`config.mk`:
```
export PLATFORM = sky130hd
export DESIGN_NAME = prefetch_buffer
export DESIGN_NICKNAME = d
export VERILOG_FILES = /design/src/rtl/prefetch_buffer.sv
export SDC_FILE = /design/constraint.sdc
export NUM_CORES = 1
export LEC_CHECK = 0
export ABC_CLOCK_PERIOD_IN_PS = 11500
export CORE_ASPECT_RATIO = 2
export CORE_MARGIN = 2
export CORE_UTILIZATION = 30
export DETAILED_ROUTE_END_ITERATION = 12
export PLACE_DENSITY = 0.52
export SETUP_SLACK_MARGIN = 0.2
export SLEW_MARGIN = 20
export SYNTH_ARGS = -nofsm -noshare
export SYNTH_HDL_FRONTEND = slang
export SYNTH_SLANG_ARGS = --single-unit
```
`constraint.sdc`:
```
create_clock -name clk -period 11.5 [get_ports clk]
set_input_delay 1.15 -clock clk [delete_from_list [all_inputs] [get_ports clk]]
set_output_delay 1.15 -clock clk [all_outputs]
set_load 0.01 [all_outputs]
```
`src/rtl/prefetch_buffer.sv`:
```
// Instruction prefetch buffer: streams icache words into a circular parcel queue and
// presents one complete (16- or 32-bit) instruction at a time to the IF stage.
module prefetch_buffer #(
    parameter int                XLEN        = 32,
    parameter int                DEPTH_WORDS = 4,
    parameter logic [XLEN-1:0]   RESET_PC    = 32'h8000_0000
) (
    input  logic            clk,
    input  logic            reset,
    input  logic            flush_i,
    input  logic [XLEN-1:0] flush_pc_i,
    output logic            ic_req_o,
    output logic [XLEN-1:0] ic_addr_o,
    input  logic            ic_ack_i,
    input  logic [31:0]     ic_data_i,
    output logic            instr_valid_o,
    input  logic            instr_ready_i,
    output logic [31:0]     instr_o,
    output logic [XLEN-1:0] instr_pc_o,
    output logic            instr_is_comp_o
);
    localparam int CAP = 2 * DEPTH_WORDS;
    localparam int PW  = $clog2(CAP);
    localparam int CW  = PW + 1;

    logic [15:0]     pbuf [CAP];
    logic [PW-1:0]   rd_ptr, wr_ptr;
    logic [CW-1:0]   count;
    logic [XLEN-1:0] faddr, req_addr, pc_q;
    logic            skip_lo, drop, req_q;

    logic [15:0]     head, nxt;
    logic            is_comp, valid, pop, wr_en, hold, space_ok;
    logic [CW-1:0]   need, pop_n, push_n, count_nxt;
    logic [XLEN-1:0] faddr_nxt;

    always_comb begin
        head      = pbuf[rd_ptr];
        nxt       = pbuf[rd_ptr + PW'(1)];
        is_comp   = head[1:0] != 2'b11;
        need      = is_comp ? CW'(1) : CW'(2);
        valid     = count >= need;
        pop       = valid & instr_ready_i & ~flush_i;
        pop_n     = pop ? need : '0;
        // A response that belongs to a pre-flush request is never written
        wr_en     = req_q & ic_ack_i & ~drop & ~flush_i;
        push_n    = wr_en ? (skip_lo ? CW'(1) : CW'(2)) : '0;
        count_nxt = count + push_n - pop_n;
        space_ok  = count_nxt <= CW'(CAP - 2);
        hold      = req_q & ~ic_ack_i;
        faddr_nxt = wr_en ? faddr + XLEN'(4) : faddr;
    end

    always_ff @(posedge clk or negedge reset) begin
        if (!reset) begin
            for (int i = 0; i < CAP; i++) pbuf[i] <= '0;
            rd_ptr   <= '0;
            wr_ptr   <= '0;
            count    <= '0;
            faddr    <= RESET_PC & ~XLEN'(3);
            req_addr <= RESET_PC & ~XLEN'(3);
            pc_q     <= RESET_PC;
            skip_lo  <= RESET_PC[1];
            drop     <= 1'b0;
            req_q    <= 1'b0;
        end else if (flush_i) begin
            rd_ptr   <= '0;
            wr_ptr   <= '0;
            count    <= '0;
            faddr    <= flush_pc_i & ~XLEN'(3);
            pc_q     <= flush_pc_i & ~XLEN'(1);
            skip_lo  <= flush_pc_i[1];
            // An unanswered request keeps its old address; its data is thrown away
            drop     <= hold;
            req_q    <= 1'b1;
            req_addr <= hold ? req_addr : (flush_pc_i & ~XLEN'(3));
        end else begin
            if (wr_en) begin
                if (skip_lo) begin
                    pbuf[wr_ptr] <= ic_data_i[31:16];
                    wr_ptr       <= wr_ptr + PW'(1);
                    skip_lo      <= 1'b0;
                end else begin
                    pbuf[wr_ptr]          <= ic_data_i[15:0];
                    pbuf[wr_ptr + PW'(1)] <= ic_data_i[31:16];
                    wr_ptr                <= wr_ptr + PW'(2);
                end
            end
            if (pop) begin
                rd_ptr <= rd_ptr + (is_comp ? PW'(1) : PW'(2));
                pc_q   <= pc_q + (is_comp ? XLEN'(2) : XLEN'(4));
            end
            if (req_q && ic_ack_i) drop <= 1'b0;
            count    <= count_nxt;
            faddr    <= faddr_nxt;
            req_q    <= hold | space_ok;
            req_addr <= hold ? req_addr : faddr_nxt;
        end
    end

    assign ic_req_o        = req_q;
    assign ic_addr_o       = req_addr;
    assign instr_valid_o   = valid;
    assign instr_o         = valid ? (is_comp ? {16'b0, head} : {nxt, head}) : 32'b0;
    assign instr_pc_o      = pc_q;
    assign instr_is_comp_o = valid & is_comp;
endmodule

```
=== Yosys cells after proc, flatten, opt, wreduce, memory -nomap -nowiden ===
Cells that the tools add are included.

* Order comparisons: 8
* Reduce and logical (&&, ||, !) cells: 7
* $mul: 0
* Bitwise logic cells: 15
* Equality and inequality tests: 1
* Shifts and indexed selects: 0
* Add/sub/neg operators: 8
* Div/mod/pow operators: 0
* Mux-type cells: 40

{| class="wikitable"
|+ Operators by type and width
! cell !! count
|-
| $bwmux 128 || 3
|-
| $mux 32 || 9
|-
| $mux 128 || 1
|-
| $bmux 16 s3 || 2
|-
| $demux 16 s3 || 2
|-
| $mux 16 || 6
|-
| $add 32x3->32 || 1
|-
| $add 32x3->32 const B || 1
|-
| $mux 3 || 6
|-
| $ge 4x4->1 const B || 4
|-
| $not 3->4 || 4
|-
| $mux 2 || 5
|-
| $lt 4x1->1 const B || 2
|-
| $and 1x1->1 || 7
|-
| $add 3x1->3 const B || 2
|-
| $reduce_bool 2->1 || 3
|-
| $mux 1 || 5
|-
| $add 4x2->4 || 1
|-
| $ge 4x2->1 || 1
|-
| $le 4x3->1 const B || 1
|-
| $mux 4 || 1
|-
| $sub 4x2->4 || 1
|-
| $add 3x2->3 || 1
|-
| $add 3x2->3 const B || 1
|-
| other kinds (5) || 9
|}

* Latch bits: 0
* Flip-flop bits (word level): 237
* Memory bits (writable): 0
* Memory bits (read-only): 0
* Memories kept: 0

=== Longest topological paths before layout ===
Gate-level depths: netlist of the first run.

* Depth in word-level cells: 14
* Depth in mapped cells: 20
* Gate-level depth less buffers: 18

=== Worst setup path before layout of the first run ===
OpenSTA, ideal clock, no wires.

* Kind: reg-to-reg
* Start: reg rd_ptr[0]
* End: reg req_q (netlist: ic_req_o)
* Buffers on the path: 2
* Period minus slack after synthesis: 4375 ps
* Stages on the path, launching flop included: 21
* Data required time: 11417 ps
* Arrival: 4293 ps
* Setup slack: 7125 ps
* Path through: dfrtp_1 > buf_4 > mux4_2 > nand3_1 > o21ai_1 > inv_1 > ha_1 > nor2b_1 > o21a_1 > inv_2 > nand2_1 > clkbuf_1 > nor3_1 > fa_1 > inv_1 > ha_1 > a21o_1 > a21oi_1 > xnor2_1 > nor2_1 > o21ai_0

* Longest elaborated chain between the ends: 14

{| class="wikitable"
|+ RTL lines
! element !! line !! source
|-
| start: declaration || 27 || <nowiki>logic [PW-1:0] rd_ptr, wr_ptr;</nowiki>
|-
| start signal: assignment || 90 || <nowiki>rd_ptr <= rd_ptr + (is_comp ? PW'(1) : PW'(2));</nowiki>
|-
| $not 3->4 (implied by the code) * || 38 || <nowiki>head = pbuf[rd_ptr];</nowiki>
|-
| $bmux 16 s3 * || 38 ||
|-
| $mux 16 (implied by the code) * (2 in series) || 38 ||
|-
| $ne 2x2->1 * || 40 || <nowiki>is_comp = head[1:0] != 2'b11;</nowiki>
|-
| $mux 2 * || 41 || <nowiki>need = is_comp ? CW'(1) : CW'(2);</nowiki>
|-
| $ge 4x2->1 || 42 || <nowiki>valid = count >= need;</nowiki>
|-
| $and 1x1->1 (2 in series) || 43 || <nowiki>pop = valid & instr_ready_i & ~flush_i;</nowiki>
|-
| $mux 2 * || 44 || <nowiki>pop_n = pop ? need : '0;</nowiki>
|-
| $sub 4x2->4 * || 48 || <nowiki>count_nxt = count + push_n - pop_n;</nowiki>
|-
| $le 4x3->1 * || 49 || <nowiki>space_ok = count_nxt <= CW'(CAP - 2);</nowiki>
|-
| $or 1x1->1 * || 96 || <nowiki>req_q <= hold | space_ok;</nowiki>
|-
| $mux 1 * || 66 || <nowiki>end else if (flush_i) begin</nowiki>
|-
| end signal: assignment || 96 ||
|-
| end: declaration || 30 || <nowiki>logic skip_lo, drop, req_q;</nowiki>
|}

Every way passes the cells marked *; elsewhere a longest branch is shown, timed or not. The select of a mux whose other input is x is not followed.
A chain may end at the register's enable or synchronous reset.

=== Worst setup path after layout of the first run ===
* Start: reg rd_ptr[0]
* End: out instr_o[25]

* Longest elaborated chain between the ends: 8

{| class="wikitable"
|+ RTL lines
! element !! line !! source
|-
| $not 3->4 (implied by the code) || 38 ||
|-
| $bmux 16 s3 || 38 ||
|-
| $mux 16 (implied by the code) (2 in series) || 38 ||
|-
| $ne 2x2->1 || 40 ||
|-
| $mux 2 || 41 ||
|-
| $ge 4x2->1 || 42 ||
|-
| $mux 32 * || 104 || <nowiki>assign instr_o = valid ? (is_comp ? {16'b0, head} : {nxt, head}) : 32'b0;</nowiki>
|-
| end: declaration || 18 || <nowiki>output logic [31:0] instr_o,</nowiki>
|}

Marks and branches as above.

==> results of run 1 <==
-- Yosys cell counts, types with 7 or more instances --
cell      instances
a21o_1            7
a21oi_1          60
a22oi_1         117
a31oi_1          11
and2_1           10
and3_1            8
buf_1            18
buf_2            19
clkbuf_1         79
dfrtp_1         233
ha_1             18
inv_1            23
mux2_2           25
mux2i_1          23
mux4_2           64
nand2_1         217
nand3_1          25
nand4_1          21
nor2_1           73
nor2b_1          24
nor3_1           12
nor4_1           11
nor4_2            7
o21ai_0          47
o21ai_1         102
o31ai_1          15
xnor2_1          27
xor2_1           15
-- placed cells by master, fill, tap and decap left out, types with 5 or more instances in the layout --
cell / n
dfrtp_1: 231
nand2_1: 217
clkdlybuf4s50_1: 163
a22oi_1: 117
o21ai_1: 94
nor2_1: 73
mux4_2: 64
a21oi_1: 60
o21ai_0: 47
buf_4: 27
xnor2_1: 26
nand3_1: 25
mux2_2: 25
clkbuf_16: 25
mux2i_1: 23
inv_1: 22
nand4_1: 21
nor2b_1: 19
ha_1: 18
xor2_1: 15
o31ai_1: 15
nor4_1: 11
nor3_1: 11
a31oi_1: 11
and2_1: 10
and3_1: 8
nor4_2: 7
a21o_1: 7
or4_1: 6
o31a_1: 6
nor3_4: 6
a221oi_1: 6
nand2b_1: 5
o21ai_2: 5
or3_1: 5
clkbuf_8: 5
clkbuf_1: 5
-- registers in the layout, indices dropped and copies added (netlist names) --
name,flops
count,4
drop,1
faddr,32
ic_addr_o,32
ic_req_o,1
instr_pc_o,31
pbuf,128
rd_ptr,3
skip_lo,1
wr_ptr,3
-- through the flow --
step | setup WS [ps] | cell area (um^2)
detailed placement | 5270 | 16000
global placement | 5310 | 16000
finish | 4680 | 16900
floorplan | 7120 | 13800
global route | 4330 | 16900
CTS | 4660 | 16900
-- layout make-up --
cell class | instances | area [um^2]
Inverter | 25 | 93.8
Clock buffer | 35 | 713
Clock inverter | 7 | 110
Tap cell | 565 | 707
Multi-Input combinational cell | 1027 | 7480
Fill cell | 4596 | 28800
Antenna cell | 4 | 10.0
Timing Repair Buffer | 193 | 1880
Sequential cell | 236 | 5910
-- kinds of logic (layout without fill, tap and decap cells) --
kind of cell    count (synthesis)  in the layout  synth area share, %
compound gates                399            399                 18.1
xor+xnor                       42             42                 2.66
fa+ha+maj                      22             22                 2.21
buf+inv                       144            260                 4.18
flops                         236            236                 42.7
mux                           114            114                 14.3
other cells                     1              5               0.0271
simple gates                  449            449                 15.9
-- routing by layer --
layer  vias to the layer above  global-route usage (%)  wire length (um)
li1                       5351                       -                 -
met1                      5974                    23.2             18000
met2                       529                    40.9             28600
met3                       162                    3.81              3490
met4                         2                    13.1              3130
met5                         -                       0                13
-- report_power, final --
part           switching [uW]  total, uW  leakage, uW  internal (uW)
logic                     914       1660      0.00303            744
registers                 185       1220      0.00295           1030
clock network             362        858     0.000408            496
-- path summary, 6_finish.rpt --
path	cells past startpoint	to	start
max	12	instr_o[25]	rd_ptr[0]$_DFFE_PN0N_
min	2	ic_addr_o[0]$_DFFE_PN0N_	ic_addr_o[0]$_DFFE_PN0N_
max reg2reg	19	ic_req_o$_DFF_PN0_	rd_ptr[0]$_DFFE_PN0N_
min reg2reg	2	ic_addr_o[0]$_DFFE_PN0N_	ic_addr_o[0]$_DFFE_PN0N_
max in group asynchronous	2	pbuf[69]$_DFFE_PN0P_	reset
min in group asynchronous	1	pbuf[79]$_DFFE_PN0P_	reset
-- worst reg2reg max path, stage by stage, from the launching register on --
cell     delay [ps]
dfrtp_4         670
buf_4           680
mux4_2          390
nand2_1          60
o21ai_1         500
inv_1           300
ha_1            360
nor2b_1          40
o21a_1          190
inv_2           270
nand2_1         510
nor3_1          370
fa_1            470
inv_1           120
ha_1            240
a21o_1          150
a21oi_1         180
xnor2_1         140
nor2_1           60
o21ai_0         200
==> reports/qor.csv, run 1 <==
metric;value;unit
outcome;completed;
DP HPWL;37.0;mm
Synth cell types;65;
Worst-path clk slew;60;ps
Die W;156;um
Max Freq;147;MHz
Yosys top cell area share;42.1;%
fin. max-slew vios;0;
# clock sinks;236;
DR DRC count;0;
Final nets;1599;
total routed wirelength;53.2;mm
CP Max Fanout;45;
WS Path Type;reg2out;
initial cell density of the core;30.3;%
WL per Instance;25.4;um
die area;48000;um^2
fin util;37.0;%
slowest cell on the critical path;buf_4;
element type at the critical path start;flop;
Post-synth EDFFs;0;
first-pass GRT wire length;80.0;mm
worst vdd ir;0.000156;V
syn nets;1498;
vias in the first global route;12632;
worst hold slack;478;ps
DR pass1 iterations;8;
skew final;17.9;ps
core area;45700;um^2
Final ANT Viol Nets;0;
largest net degree at the start of global routing;97;
I/O pin count;168;
area leader, netlist;dfrtp_1;
Mapped Cells;1407;
Slew @ Worst Pin;1190;ps
Seq/Total Area, Yosys;42.7;%
Final Power;3730;uW
Final setup viols;0;
Register-to-Register Setup Slack;5510;ps
Max Root-Sink Buffers;3;
CTS-repair resized insts;0;
crit path time final;6820;ps
critical path endpoint category;output pin;
FP Rows;111;
remaining global-route overflow;0;
Num CTS Buffers;25;
# placed instances;2045;
Leak;0.00638;uW
Buffers & Inverters on Critical Path;4;
Worst slew margin;20.2;%
DR vias;12018;
Worst Hold Class;reg2reg;
final non-filler cell total;2092;
crit share post-route;59.3;%
largest delay contributor family on the critical path;buffers and inverters;
Data arrival, critical path;5670;ps
cts hold-fix bufs;0;
initial antenna violation count;6;
most used cell, CP;nand2_1;
routability cong.;0.840;
flops & latches, synth;236;
asr flop ratio synth;100;%
clock tree from TritonCTS;yes;
RSZ-0062 raised after global routing;false;
syn_area_per_cell;9.84;um^2
drt via density;5.74;
critical path required time;10350;ps
die height;308;um
Max-cap violations;0;
final setup TNS;0;ps
Area Growth Syn to Fin;22.2;%
critical path, cell by cell;buf_4 > mux4_2 > nand2_1 > o21ai_1 > inv_1 > ha_1 > nor2b_1 > o21a_1 > inv_2 > nand2_1 > a21oi_1 > clkdlybuf4s50_1;
total track usage;22.2;%
Synth area leaders;dfrtp_1 42%, mux4_2 10%, a22oi_1 6.3%;
clock root buffer;clkbuf_16;
Final Hold Viols;0;
layout cells sized above 1;13.5;%
worst skew pair latency;550;ps
H-tree levels;1;
top_reg_cell synth;dfrtp_1;
Mapped Area;13800;um^2
P per Cell Area;221;nW/um^2
Syn. warnings;0;
setup bufs post-CTS;0;
DR iter-0 viols;708;
CP max stage delay;680;ps
Buffers on Ports;165;
Note: power is estimated with default switching activity, not from simulation.
==> run 2, diff against run 1 <==
--- a/config.mk
+++ b/config.mk
@@ -5,7 +5,7 @@
 export SDC_FILE = /design/constraint.sdc
 export NUM_CORES = 1
 export LEC_CHECK = 0
-export ABC_CLOCK_PERIOD_IN_PS = 11500
+export ABC_CLOCK_PERIOD_IN_PS = 7000
 export CORE_ASPECT_RATIO = 2
 export CORE_MARGIN = 2
 export CORE_UTILIZATION = 30
==> constraint.sdc (replaced) <==
create_clock -name clk -period 7 [get_ports clk]
set_input_delay 0.7 -clock clk [delete_from_list [all_inputs] [get_ports clk]]
set_output_delay 0.7 -clock clk [all_outputs]
set_load 0.01 [all_outputs]
==> run 2 against run 1 <==
Net effect: clock power grew 77%; power is 68% higher; routed wire length grew 1.1%; non-clock buffer count up 1; critical path depth decreased by 1; final cell count rose by 0.24%; setup slack worse by 3500 ps; critical path type unchanged; largest cell class unchanged.
==> reports/qor.csv, run 2 (synthesis gave the netlist of run 1 again) <==
metric;value;unit;change
crit path time final;5790;ps;
total routed wirelength;53.8;mm;+1.1%
remaining global-route overflow;0;;unchanged
skew final;11.6;ps;-6.32 ps
most common cell after layout, fill and taps aside;dfrtp_1;;
layout cells sized above 1;13.9;%;+0.47 points
first-pass GRT wire length;80.2;mm;+0.28%
P per Cell Area;369;nW/um^2;+67%
DR vias;12177;;+1.3%
routability cong.;0.836;;-0.44%
DR pass1 iterations;6;;-2
Final setup viols;0;;unchanged
clock tree from TritonCTS;yes;;
total track usage;22.4;%;+0.21 points
I/O pin count;168;;unchanged
Max Root-Sink Buffers;3;;unchanged
fillers;4663;;+1.5%
H-tree levels;1;;unchanged
part of the power in the clock network;24.3;%;+1.3 points
drt via density;5.81;;+1.1%
WL met3;3.67;mm;+5.2%
cts hold-fix bufs;0;;unchanged
CP Max Fanout;20;;-56%
CTS-repair resized insts;0;;unchanged
P_int;3830;uW;+69%
DR iter-0 viols;769;;+8.6%
die height;308;um;unchanged
worst r2r path cells;19;;unchanged
leading cell types in the layout, fill and taps excluded;230 x dfrtp_1, 217 x nand2_1, 163 x clkdlybuf4s50_1, 117 x a22oi_1, 94 x o21ai_1;;
met2 wire length;28.9;mm;+1.3%
largest delay contributor family on the critical path;buffers and inverters;;
largest net degree at the start of global routing;128;;+32%
slowest cell on the critical path;dfrtp_2;;
switching share of power;38.9;%;-0.19 points
DR top layer;met4;;
final setup TNS;0;ps;unchanged
FP Rows;111;;unchanged
Buffers on Ports;165;;unchanged
Num CTS Buffers;26;;+4.0%
element type at the critical path start;flop;;
worst r2r dst;ic_req_o$_DFF_PN0_;;
critical path required time;6300;ps;-4050 ps
worst skew pair latency;560;ps;about the same
Worst R2R Start;rd_ptr[1]$_DFFE_PN0N_;;
Max-cap violations;0;;unchanged
Worst Hold Class;in2async;;
outcome;completed;;
Final Instance Area;17000;um^2;+0.53%
clock root buffer;clkbuf_16;;
final non-filler cell total;2097;;+0.24%
Comb pwr share;43.1;%;-1.3 points
WL per Instance;25.6;um;+0.90%
crit path from;rd_ptr[1]$_DFFE_PN0N_;;
Placement Cell Area;16100;um^2;+0.15%
max reg flops;128;;unchanged
M1 wire length;18.0;mm;+0.12%
DP HPWL;37.4;mm;+1.2%
worst hold slack;203;ps;-276 ps
setup bufs post-CTS;0;;unchanged
CP max stage delay;820;ps;+140 ps
Data arrival, critical path;5090;ps;-580 ps
Register-to-Register Setup Slack;2120;ps;-3390 ps
Final nets;1601;;+0.13%
Max Freq;173;MHz;
sequential power share;32.6;%;about the same
DR DRC count;0;;unchanged
crit share post-route;82.7;%;
initial cell density of the core;30.3;%;unchanged
pre-CTS setup slack;1790;ps;-3480 ps
critical path, cell by cell;mux4_2 > nand2_1 > o21ai_1 > inv_1 > ha_1 > nor2b_1 > o21a_1 > inv_2 > nand2_1 > a21oi_1 > clkdlybuf4s50_1;;
most used cell, CP;nand2_1;;
Die W;156;um;unchanged
die area;48000;um^2;unchanged
Worst-path clk slew;70;ps;about the same
critical path endpoint category;output pin;;
Final ANT Viol Nets;0;;unchanged
RSZ-0062 raised after global routing;false;;
Leak;0.00643;uW;+0.77%
# placed instances;2047;;+0.098%
Biggest register;pbuf;;
worst vdd ir;0.000262;V;+67%
Setup WS post-layout;1210;ps;-3470 ps
WS Path Type;reg2out;;
# clock sinks;236;;unchanged
Slew @ Worst Pin;1240;ps;+43.6 ps
Buffers & Inverters on Critical Path;3;;-1
core area;45700;um^2;unchanged
Area Growth Syn to Fin;22.8;%;
P_sw;2440;uW;+67%
fin. max-slew vios;0;;unchanged
initial antenna violation count;4;;-2
Final Hold Viols;0;;unchanged
Worst slew margin;17.6;%;-2.6 points
vias in the first global route;12727;;+0.75%
-- run 2: changes by cell type in the layout (fill, tap and decap cells not counted), sizes merged --
cell,previous run,this run
bufinv,3,4
clkinv,4,5
clkbuf,35,38
buf,30,31
diode,4,3
-- run 2: metrics by stage --
stage / util [%] / power [uW]
3_3_place_gp: 35.1 / 4730
5_1_grt: 37.2 / 6600
6_report: 37.2 / 6280
2_1_floorplan: - / 3590
4_1_cts: 37.2 / 6320
3_5_place_dp: 35.2 / 4780
-- run 2: worst max path at each step --
stage,endpoint,slack (ps),cells after the start
6_report,instr_o[18],1210,11
3_5_place_dp,instr_o[24],1790,11
2_1_floorplan,ic_req_o$_DFF_PN0_,2620,20
5_1_grt,instr_o[24],1080,11
3_3_place_gp,instr_o[24],1860,11
4_1_cts,instr_o[24],1180,11
-- run 2: power by group through the flow --
stage / sequential, uW / combinational (uW) / clock [uW]
finish: 2050 / 2710 / 1520
global route: 2100 / 2910 / 1600
CTS: 2040 / 2730 / 1560
detailed placement: 2070 / 2710 / 0
global placement: 2040 / 2680 / 0
floorplan: 1930 / 1660 / 0
-- run 2: cell type report --
cell class | instances | area (um^2) | area share [%]
Sequential cell | 236 | 5920 | 34.8
Multi-Input combinational cell | 1027 | 7470 | 43.9
Clock buffer | 38 | 777 | 4.57
Clock inverter | 9 | 149 | 0.876
Inverter | 25 | 93.8 | 0.552
Antenna cell | 3 | 7.51 | 0.0441
Timing Repair Buffer | 194 | 1880 | 11.1
Tap cell | 565 | 707 | 4.16
-- run 2: layer usage --
metal  global-route usage, %  vias to the layer above
met1                    23.4                     6095
met4                    13.2                        0
met3                    3.67                      148
li1                        -                     5368
met2                    41.4                      566
met5                       0                        -
==> run 3, diff against run 2 <==
--- a/config.mk
+++ b/config.mk
@@ -5,7 +5,7 @@
 export SDC_FILE = /design/constraint.sdc
 export NUM_CORES = 1
 export LEC_CHECK = 0
-export ABC_CLOCK_PERIOD_IN_PS = 7000
+export ABC_CLOCK_PERIOD_IN_PS = 5900
 export CORE_ASPECT_RATIO = 2
 export CORE_MARGIN = 2
 export CORE_UTILIZATION = 30
==> constraint.sdc (replaced) <==
create_clock -name clk -period 5.9 [get_ports clk]
set_input_delay 0.59 -clock clk [delete_from_list [all_inputs] [get_ports clk]]
set_output_delay 0.59 -clock clk [all_outputs]
set_load 0.01 [all_outputs]
==> run 3 against run 2 <==
Net effect: core utilization up 0.13 points; routed wire length up 2.4%; clock power up 15%; die area unchanged; clock-buffer cell count down 4; power up 20%; critical path type unchanged; highest routed layer unchanged.
==> reports/qor.csv, run 3 (synthesis gave the netlist of run 1 again) <==
metric;value;unit;change
critical path, cell by cell;mux4_2 > nand2_1 > o21ai_1 > inv_1 > ha_1 > nor2b_1 > o21a_1 > inv_2 > nand2_1 > a21oi_1 > clkdlybuf4s50_1;;
largest net degree at the start of global routing;122;;-4.7%
DP HPWL;38.7;mm;+3.4%
Final setup viols;0;;unchanged
DR iter-0 viols;801;;+4.2%
H-tree levels;1;;unchanged
fin. max-slew vios;0;;unchanged
critical path endpoint category;output pin;;
outcome;completed;;
die area;48000;um^2;unchanged
vias in the first global route;12821;;+0.74%
layout cells sized above 1;14.6;%;+0.67 points
Data arrival, critical path;4710;ps;-380 ps
# clock sinks;236;;unchanged
leading cell types in the layout, fill and taps excluded;231 x dfrtp_1, 217 x nand2_1, 163 x clkdlybuf4s50_1, 117 x a22oi_1, 94 x o21ai_1;;
worst vdd ir;0.000274;V;+4.5%
remaining global-route overflow;0;;unchanged
most common cell after layout, fill and taps aside;dfrtp_1;;
Final Instance Area;17100;um^2;+0.35%
Worst-path clk slew;60;ps;about the same
initial antenna violation count;6;;+2
Num CTS Buffers;26;;unchanged
Worst slew margin;23.7;%;+6.1 points
routability cong.;0.851;;+1.8%
critical path required time;5310;ps;-990 ps
fin util;37.3;%;+0.13 points
CP Max Fanout;34;;+70%
max reg flops;128;;unchanged
WL per Instance;26.1;um;+1.7%
Max Root-Sink Buffers;3;;unchanged
Final nets;1612;;+0.69%
first-pass GRT wire length;82.6;mm;+2.9%
crit share post-route;89.8;%;
Worst R2R Start;rd_ptr[0]$_DFFE_PN0N_;;
I/O pin count;168;;unchanged
Die W;156;um;unchanged
FP Rows;111;;unchanged
initial cell density of the core;30.3;%;unchanged
drt via density;5.79;;-0.22%
fillers;4656;;-0.15%
Final ANT Viol Nets;0;;unchanged
crit path from;rd_ptr[0]$_DFFE_PN0N_;;
total track usage;23.0;%;+0.59 points
largest delay contributor family on the critical path;buffers and inverters;;
Buffers & Inverters on Critical Path;3;;unchanged
element type at the critical path start;flop;;
worst skew pair latency;560;ps;about the same
Max Freq;189;MHz;
core area;45700;um^2;unchanged
Register Area;5910;um^2;about the same
most used cell, CP;nand2_1;;
total routed wirelength;55.0;mm;+2.4%
worst r2r dst;ic_req_o$_DFF_PN0_;;
cell depth of the worst setup path;11;;unchanged
Placement Cell Area;16100;um^2;+0.33%
die height;308;um;unchanged
DR pass1 iterations;8;;+2
DR vias;12231;;+0.44%
final setup TNS;0;ps;unchanged
Worst Hold Class;reg2reg;;
Slew @ Worst Pin;1150;ps;-91.0 ps
WS Path Type;reg2out;;
skew final;16.5;ps;+4.87 ps
Register-to-Register Setup Slack;1110;ps;-1010 ps
Area Growth Syn to Fin;23.2;%;
Biggest register;pbuf;;
RSZ-0062 raised after global routing;false;;
Multi-input gate area;7470;um^2;-0.10%
clock tree from TritonCTS;yes;;
worst r2r path cells;18;;-1
P per Cell Area;440;nW/um^2;+19%
Buffers on Ports;165;;unchanged
crit path time final;5300;ps;
Setup WS post-layout;603;ps;-608 ps
CP max stage delay;790;ps;-30 ps
clock root buffer;clkbuf_16;;
Leak;0.00647;uW;+0.63%
slowest cell on the critical path;dfrtp_4;;
DR DRC count;0;;unchanged
Max-cap violations;0;;unchanged
Final Hold Viols;0;;unchanged
pre-CTS setup slack;1080;ps;-706 ps
Critical Path Sink;instr_o[27];;
==> run 3: layout make-up <==
type	instances	area share, %
multi-input cells	1027	43.8
flip-flops and latches	236	34.7
repair buffers	205	11.6
clock buffers	34	4.35
well taps	565	4.14
clock inverters	14	0.902
inverters	25	0.550
diodes	5	0.0733
==> run 3: per-stage QoR <==
step	hold slack (ps)	total power [uW]	std cells
after detailed placement	461	5750	2056
after global routing	498	7900	2110
after floorplan	294	4260	1407
final	467	7510	2111
after global placement	455	5700	2056
after CTS	181	7540	2104
==> run 3: worst reg2reg max path, cell delays in order (launching register included) <==
cell     delay [ps]
dfrtp_4         790
mux4_2          390
nand2_1          60
o21ai_1         450
inv_1           270
ha_1            340
nor2b_1          40
o21a_1          200
inv_2           250
nand2_1         140
nor3_1          250
fa_1            470
inv_1           120
ha_1            240
a21o_1          160
a21oi_1         160
xnor2_1         140
nor2_1           60
o21ai_0         190
==> run 3: worst min-delay path by stage <==
stage          slack (ps)  depth (start not counted)                       end                     start
3_5_place_dp          460                          2  ic_addr_o[3]$_DFFE_PN0N_  ic_addr_o[3]$_DFFE_PN0N_
4_1_cts               180                          1     pbuf[103]$_DFFE_PN0P_                     reset
5_1_grt               500                          2     pbuf[104]$_DFFE_PN0P_                     reset
6_report              470                          2  ic_addr_o[3]$_DFFE_PN0N_  ic_addr_o[3]$_DFFE_PN0N_
3_3_place_gp          450                          2  ic_addr_o[3]$_DFFE_PN0N_  ic_addr_o[3]$_DFFE_PN0N_
2_1_floorplan         290                          0        count[0]$_DFF_PN0_                     reset
==> run 3: metal layers <==
layer	vias up	track usage [%]	wire length [um]
met4	0	15.3	3850
met1	6081	24.0	18500
met2	588	41.3	29000
li1	5397	-	-
met5	-	0	0
met3	165	4.32	3750
==> run 3: report_power, final <==
group	switching (uW)	leakage [uW]	total, uW	internal [uW]
clock	736	0.000444	1750	1020
sequential	384	0.00295	2390	2010
combinational	1890	0.00308	3360	1470
total	3010	0.00647	7510	4500
==> run 3: timing repair <==
action | CTS | global route
resized for setup | 0 | 0
hold buffers | 0 | 1
setup buffers | 0 | 0
endpoints found under the hold margin | 0 | 30
